File: config.mk
export PLATFORM = sky130hd
export DESIGN_NAME = fifo_stream_out
export DESIGN_NICKNAME = d
export VERILOG_FILES = /design/src/rtl/fifo_stream_out.sv
export SDC_FILE = /design/constraint.sdc
export NUM_CORES = 1
export LEC_CHECK = 0
export ABC_AREA = 1
export CORE_MARGIN = 2
export CORE_UTILIZATION = 25
export CTS_CLUSTER_DIAMETER = 30
export CTS_CLUSTER_SIZE = 8
export DETAILED_ROUTE_END_ITERATION = 6
export GPL_TIMING_DRIVEN = 0
export HOLD_SLACK_MARGIN = 0.15
export PLACE_DENSITY_LB_ADDON = 0.25
export SETUP_SLACK_MARGIN = 0.3
export SYNTH_ARGS = -nofsm -noshare
export SYNTH_HDL_FRONTEND = slang
export SYNTH_SLANG_ARGS = --single-unit
File: constraint.sdc
create_clock -name clk_i -period 7.4 [get_ports clk_i]
set_clock_uncertainty 0.2 [all_clocks]
set_input_delay 1.85 -clock clk_i [delete_from_list [all_inputs] [get_ports clk_i]]
set_output_delay 1.85 -clock clk_i [all_outputs]
set_load 0.01 [all_outputs]
File: src/rtl/fifo_stream_out.sv
// Burst reader: pops len_i words from a FIFO with one-cycle read latency and
// streams them out through a 2-entry valid/ready skid buffer.
module fifo_stream_out #(
    parameter int DATA_W = 8,
    parameter int LEN_W  = 16
) (
    input  logic              clk_i,
    input  logic              rst_i,
    input  logic              start_i,
    input  logic [LEN_W-1:0]  len_i,
    input  logic              fifo_empty_i,
    input  logic [DATA_W-1:0] rdata_i,
    output logic              inc_o,
    output logic [DATA_W-1:0] m_data_o,
    output logic              m_valid_o,
    input  logic              m_ready_i,
    output logic              busy_o,
    output logic              done_o,
    output logic [1:0]        state_o
);

    typedef enum logic [1:0] {
        S_IDLE  = 2'd0,
        S_RUN   = 2'd1,
        S_DRAIN = 2'd2
    } state_t;

    state_t            r_state;
    state_t            w_state_nxt;
    logic [LEN_W-1:0]  r_remaining;
    logic              r_inflight;
    logic [1:0]        r_count;
    logic [DATA_W-1:0] r_buf0;
    logic [DATA_W-1:0] r_buf1;

    logic              w_inc;
    logic              w_load;
    logic              w_done;
    logic              w_wr;
    logic              w_xfer;
    logic [2:0]        w_pending;
    logic              w_credit;

    // Stream handshake: a word moves when m_valid_o and m_ready_i are both high
    // in the same cycle; m_data_o is held while valid is high and ready is low.
    assign w_wr      = r_inflight;
    assign w_xfer    = (r_count != 2'd0) && m_ready_i;
    // Credit counts the slot freed by this cycle's transfer so a held-high
    // ready sustains one pop per cycle without ever overfilling the buffer.
    assign w_pending = {1'b0, r_count} + {2'b00, r_inflight} - {2'b00, w_xfer};
    assign w_credit  = (w_pending < 3'd2);

    always_comb begin
        w_state_nxt = r_state;
        w_inc       = 1'b0;
        w_load      = 1'b0;
        w_done      = 1'b0;
        case (r_state)
            S_IDLE: begin
                if (start_i && (len_i != '0)) begin
                    w_load      = 1'b1;
                    w_state_nxt = S_RUN;
                end
            end
            S_RUN: begin
                w_inc = !fifo_empty_i && (r_remaining != '0) && w_credit;
                if (w_inc && (r_remaining == LEN_W'(1))) begin
                    w_state_nxt = S_DRAIN;
                end
            end
            S_DRAIN: begin
                if (!r_inflight && (r_count == 2'd0)) begin
                    w_done      = 1'b1;
                    w_state_nxt = S_IDLE;
                end
            end
            default: w_state_nxt = S_IDLE;
        endcase
    end

    always_ff @(posedge clk_i or negedge rst_i) begin
        if (!rst_i) begin
            r_state     <= S_IDLE;
            r_remaining <= '0;
            r_inflight  <= 1'b0;
        end else begin
            r_state    <= w_state_nxt;
            r_inflight <= w_inc;
            if (w_load) begin
                r_remaining <= len_i;
            end else if (w_inc) begin
                r_remaining <= r_remaining - LEN_W'(1);
            end
        end
    end

    // r_buf0 is always the oldest word; a simultaneous write and transfer
    // shifts r_buf1 forward before the new word lands behind it.
    always_ff @(posedge clk_i or negedge rst_i) begin
        if (!rst_i) begin
            r_count <= 2'd0;
            r_buf0  <= '0;
            r_buf1  <= '0;
        end else begin
            case ({w_wr, w_xfer})
                2'b10: begin
                    if (r_count == 2'd0) begin
                        r_buf0 <= rdata_i;
                    end else begin
                        r_buf1 <= rdata_i;
                    end
                    r_count <= r_count + 2'd1;
                end
                2'b01: begin
                    r_buf0  <= r_buf1;
                    r_count <= r_count - 2'd1;
                end
                2'b11: begin
                    if (r_count == 2'd1) begin
                        r_buf0 <= rdata_i;
                    end else begin
                        r_buf0 <= r_buf1;
                        r_buf1 <= rdata_i;
                    end
                end
                default: ;
            endcase
        end
    end

    assign inc_o     = w_inc;
    assign m_data_o  = r_buf0;
    assign m_valid_o = (r_count != 2'd0);
    assign busy_o    = (r_state != S_IDLE);
    assign done_o    = w_done;
    assign state_o   = r_state;

endmodule
# ---- After elaboration in Yosys (flattened, before gate mapping)
# Cells that the tools add are included.
dict set report op_classes {
  n_addsub 5
  n_lt_le_gt_ge 1
  eq_ne 13
  muxes 18
  n_reduce_logical 21
}
# cell n
set op_table {}
lappend op_table {{two-way mux 16 bit} 2}
lappend op_table {{two-way mux 8 bit} 4}
lappend op_table {{nonzero test 16 bit} 2}
lappend op_table {{one-hot mux 8 bit (3 select lines)} 1}
lappend op_table {{equality test 16 x 1 -> 1 bit, second input constant} 1}
lappend op_table {{one-hot mux 8 bit (2 select lines)} 1}
lappend op_table {{subtractor 16 x 1 -> 16 bit, second input constant} 1}
lappend op_table {{!= test 2 bit, second input constant} 6}
lappend op_table {{nonzero test 2 bit} 5}
lappend op_table {{equality test 2 x 1 -> 1 bit, second input constant} 3}
lappend op_table {{equality test 2 bit, second input constant} 3}
lappend op_table {{logical AND 1 bit} 6}
lappend op_table {{two-way mux 2 bit} 3}
lappend op_table {{one-hot mux 2 bit (3 select lines)} 1}
lappend op_table {{AND reduction 3 bit} 2}
lappend op_table {{two-way mux 1 bit} 5}
lappend op_table {{logical NOT 2 bit} 2}
lappend op_table {{one-hot mux 2 bit (2 select lines)} 1}
lappend op_table {{adder 2 x 1 -> 3 bit} 1}
lappend op_table {{less-than comparator 3 x 2 -> 1 bit, second input constant} 1}
lappend op_table {{nonzero test 3 bit} 1}
lappend op_table {{subtractor 3 x 1 -> 3 bit} 1}
lappend op_table {{adder 2 x 1 -> 2 bit, second input constant} 1}
lappend op_table {{logical NOT 1 bit} 2}
lappend op_table {{other kinds (2)} 2}
dict set report totals {
  reg_bits 37
  inputBits 29
  output_inout_bits 14
  word_cells 64
}

# ---- Logic depth before layout (Yosys ltp)
dict set report depth {
  word_depth 8
  mapped_depth 15
}

# ---- Worst setup path after synthesis
# No wires, ideal clock.
dict set report synth_timing {
  path_type {input -> output}
  from {input m_ready_i}
  to {output inc_o}
  t_arrival_ps 3356
  required_time_ps 5350
  setup_slack_ps 1994
  stages 10
  path_buffers 0
  path_cell_list {inv_1 -> nor2_4 -> inv_1 -> nor2_1 -> o21ai_0 -> fa_1 -> nand2_1 -> nor2_2 -> nand3_4 -> inv_2}
}
dict set report synth_between {
  elab_chain_cells 5
}
# element line
set synth_rtl {}
lappend synth_rtl {{from (decl)} 16} ;# input logic m_ready_i,
lappend synth_rtl {{logical AND 1 bit} 47} ;# assign w_xfer = (r_count != 2'd0) && m_ready_i;
lappend synth_rtl {{subtractor 3 x 1 -> 3 bit} 50} ;# assign w_pending = {1'b0, r_count} + {2'b00, r_inflight} - {2'b00, w_xfer};
lappend synth_rtl {{less-than comparator 3 x 2 -> 1 bit} 51} ;# assign w_credit = (w_pending < 3'd2);
lappend synth_rtl {{logical AND 1 bit} 66} ;# w_inc = !fifo_empty_i && (r_remaining != '0) && w_credit;
lappend synth_rtl {{two-way mux 1 bit} 58} ;# case (r_state)
lappend synth_rtl {{to (decl)} 13} ;# output logic inc_o,
# No other way between the ends.

# ---- Worst setup path after layout
# Ends and elaborated chain as after synthesis.

==> results.sh <==
export IMPL_run_status="complete, no violations"
export IMPL_peakVddDrop_mv=0.109
export IMPL_floorplan_initialDensity_pct=25.6
export IMPL_cts_resized=0
export IMPL_crit_type="in -> out"
export IMPL_drt_total_wl_um=5800
export IMPL_ys_ff_latch=37
export IMPL_synth_area_per_cell_um2=7.40
export IMPL_fmaxAchievable_mhz=150
export IMPL_post_drt_via_cell_ratio=4.50
export IMPL_cts_hold_buffers=0
export IMPL_critical_path_max_fanout=10
export IMPL_final_hold_violation_count=0
export IMPL_worstPathArrival_ns=4.62
export IMPL_grt_max_degree=38
export IMPL_type_of_destination_of_the_critical_path="primary output"
export IMPL_die_y_um=101
export IMPL_synthesis_area_um2=2350
export IMPL_gpl_final_weighted_congestion=0.817
export IMPL_synth_top_area_cell="sky130_fd_sc_hd__dfrtp_1"
export IMPL_insertion_delay_ns=0.30
export IMPL_grt_use_met1_pct=15.9
export IMPL_dieWidth_um=101
export IMPL_floorplan_io_pins=43
export IMPL_antenna_found_initial=0
export IMPL_total_leakage_power_nw=1.34
export IMPL_drv_cap=0
export IMPL_postSynth_asyncResetShare_pct=100
export IMPL_clockBufferDepth=2
export IMPL_synth_top_cells_by_area="sky130_fd_sc_hd__dfrtp_1 (39%), sky130_fd_sc_hd__nand2_1 (11%), sky130_fd_sc_hd__nor2_1 (9.0%), sky130_fd_sc_hd__nand3_1 (8.3%), sky130_fd_sc_hd__inv_1 (5.3%)"
export IMPL_worstPathCellList="clkdlybuf4s50_1 > inv_1 > nor2_4 > inv_1 > nor2_1 > o21ai_0 > fa_1 > nand2_1 > nor2_2 > nand3_4 > inv_2 > clkdlybuf4s50_1"
export IMPL_preCtsSetupSlack_ns=0.728
export IMPL_tightest_slew_ns=0.853
export IMPL_timing_max_transition_violations_final=0
export IMPL_cts_htree_levels=2
export IMPL_coreArea_um2=9150
export IMPL_timing_slew_headroom_pct=43.1
export IMPL_cts_tree="built"
export IMPL_critical_path_s_slowest_cell="sky130_fd_sc_hd__clkdlybuf4s50_1"
export IMPL_flow_area_growth_from_synthesis_pct=29.3
export IMPL_drc=0
export IMPL_critical_path_required_ns=5.35
export IMPL_final_util_pct=33.2
export IMPL_synth_net_count=354
export IMPL_n_antenna_cell=0
export IMPL_final_antenna_net_count=0
export IMPL_initialDrtViolationCount=109
export IMPL_first_global_vias=2200
export IMPL_timing_final_ws_setup_ns=0.732
export IMPL_tritoncts_num_sinks=37
export IMPL_crit_start="m_ready_i"
export IMPL_nNetsFinal=403
export IMPL_design_die_area_um2=10200
export IMPL_post_cts_setup_buffers=0
export IMPL_fp_row_count=35
export IMPL_hpwlAfterDp_um=4470
export IMPL_crit_reg2reg_launch="r_count[0]$_DFFE_PN0P_"
export IMPL_grt_met2_usage_pct=20.3
export IMPL_ys_dominant_reg_cell="sky130_fd_sc_hd__dfrtp_1"
export IMPL_setup_violations=0
export IMPL_grt_setup_unrepaired="false"
export IMPL_critical_path_startpoint_type="primary input"
export IMPL_ctsRootBufferMaster="sky130_fd_sc_hd__clkbuf_8"
export IMPL_n_fill_cell=1001
export IMPL_syn_inst_count=317
export IMPL_first_pass_iters=4
export IMPL_gr_usage_met3_pct=3.12
export IMPL_min_delay_start="r_buf1[7]$_DFFE_PN0P_"
export IMPL_hold_path_class="reg -> reg"
export IMPL_min_period_ns=6.67
export IMPL_synth_warning_count=0
export IMPL_power_per_cell_area_nw_per_um2=374
export IMPL_routedWlPerCell_um=12.1
export IMPL_globalRoute_busiestLayer="met2"
export IMPL_fin_tns_setup_ns=0
export IMPL_final_layout_size_suffix_gt1_share_pct=8.72
export IMPL_synth_top_cells_by_count="sky130_fd_sc_hd__nand2_1 (66), sky130_fd_sc_hd__nor2_1 (56), sky130_fd_sc_hd__nand3_1 (39), sky130_fd_sc_hd__dfrtp_1 (37), sky130_fd_sc_hd__inv_1 (33)"
export IMPL_synth_enable_flop_cells=0
export IMPL_grt_util_all_layers_pct=12.3
export IMPL_slowest_delay_ns=0.58
export IMPL_number_of_distinct_library_cells_after_synthesis=28
export IMPL_grt_pass1_wl_um=9890
export IMPL_grt_ovfl_total=0
export IMPL_final_cycle_share_pct=90.1
export IMPL_place_port_buffers=42
export IMPL_sequential_to_total_area_share_from_yosys_stat_pct=39.5
export IMPL_via_count=2152
export IMPL_synth_largest_type_area_fraction_pct=39.5
export IMPL_yosys_cell_count_top_type="sky130_fd_sc_hd__nand2_1"
export IMPL_numCtsBuffers=5
export IMPL_clk_pin_slew_ns=0.08
state kept, by name, summed over array words and instances, names as in the netlist:
name         flops
r_inflight       1
state_o          2
r_count          2
r_buf1           8
r_remaining     16
m_data_o         8
metrics by stage:
stage          area, um2  cells  hold slack [ns]  power [W]
2_1_floorplan       2350    317            0.276   0.000748
3_3_place_gp        2910    470            0.299   0.000919
3_5_place_dp        2900    470            0.301   0.000930
4_1_cts             3030    478            0.320    0.00115
5_1_grt             3030    478            0.330    0.00124
6_report            3030    478            0.315    0.00114
cells in the final DEF (no fill, tap or decap), drive strengths merged:
| master | n |
|---|---|
| o21ai | 13 |
| inv | 35 |
| a21oi | 6 |
| ha | 7 |
| nor2 | 63 |
| clkinv | 1 |
| bufinv | 2 |
| nand4 | 14 |
| xnor2 | 6 |
| or2 | 1 |
| a31oi | 8 |
| o21bai | 1 |
| buf | 6 |
| xor2 | 5 |
| nand2 | 72 |
| dfrtp | 37 |
| clkdlybuf4s50 | 41 |
| fa | 1 |
| clkbuf | 8 |
| nand3 | 40 |
worst max-delay path: cells and delay by family:
family | cells | cell delay, ns
buf+inv | 5 | 1.42
compound gates | 1 | 0.12
simple gates | 5 | 0.73
fa+ha+maj | 1 | 0.50
cells by family after synthesis:
logic type	count (synthesis)	synth area share, %
DFF	37	39.5
buffers and inverters	43	7.95
adders and majority gates	8	4.59
and+or+nand+nor	190	37.2
xor gates and xnor gates	11	4.11
AOI/OAI and AO/OA	28	6.67
where the power goes:
group	internal (W)	total, W	switching, W
clock	0.000134	0.000212	0.0000784
combinational	0.000240	0.000547	0.000307
sequential	0.000296	0.000376	0.0000793
total	0.000670	0.00114	0.000465
cell type report:
class                           count  area [um2]  share of cell area [%]
Inverter                           35         131                    4.33
Buffer                              8        55.1                    1.81
Clock buffer                        5        68.8                    2.27
Multi-Input combinational cell    237        1230                    40.7
Tap cell                          111         139                    4.58
Timing Repair Buffer               42         415                    13.7
Sequential cell                    37         926                    30.5
Clock inverter                      3        65.1                    2.14
path summary, 6_finish.rpt:
kind | endpoint | slack [ns] | cells past startpoint
setup / recovery | inc_o | 0.73 | 12
hold / removal | r_buf1[7]$_DFFE_PN0P_ | 0.32 | 2
setup reg to reg | r_remaining[5]$_DFFE_PN0P_ | 4.48 | 13
hold reg to reg | r_buf1[7]$_DFFE_PN0P_ | 0.32 | 2
max in group asynchronous | r_remaining[5]$_DFFE_PN0P_ | 5.00 | 1
min in group asynchronous | m_data_o[7]$_DFFE_PN0P_ | 1.46 | 1
routing by layer:
metal	vias to the layer above	share of wire [%]
met5	-	0
met4	0	1.3
met3	7	5.4
met2	55	45
met1	971	48
li1	1119	-
(Power assumes the default switching activity.)
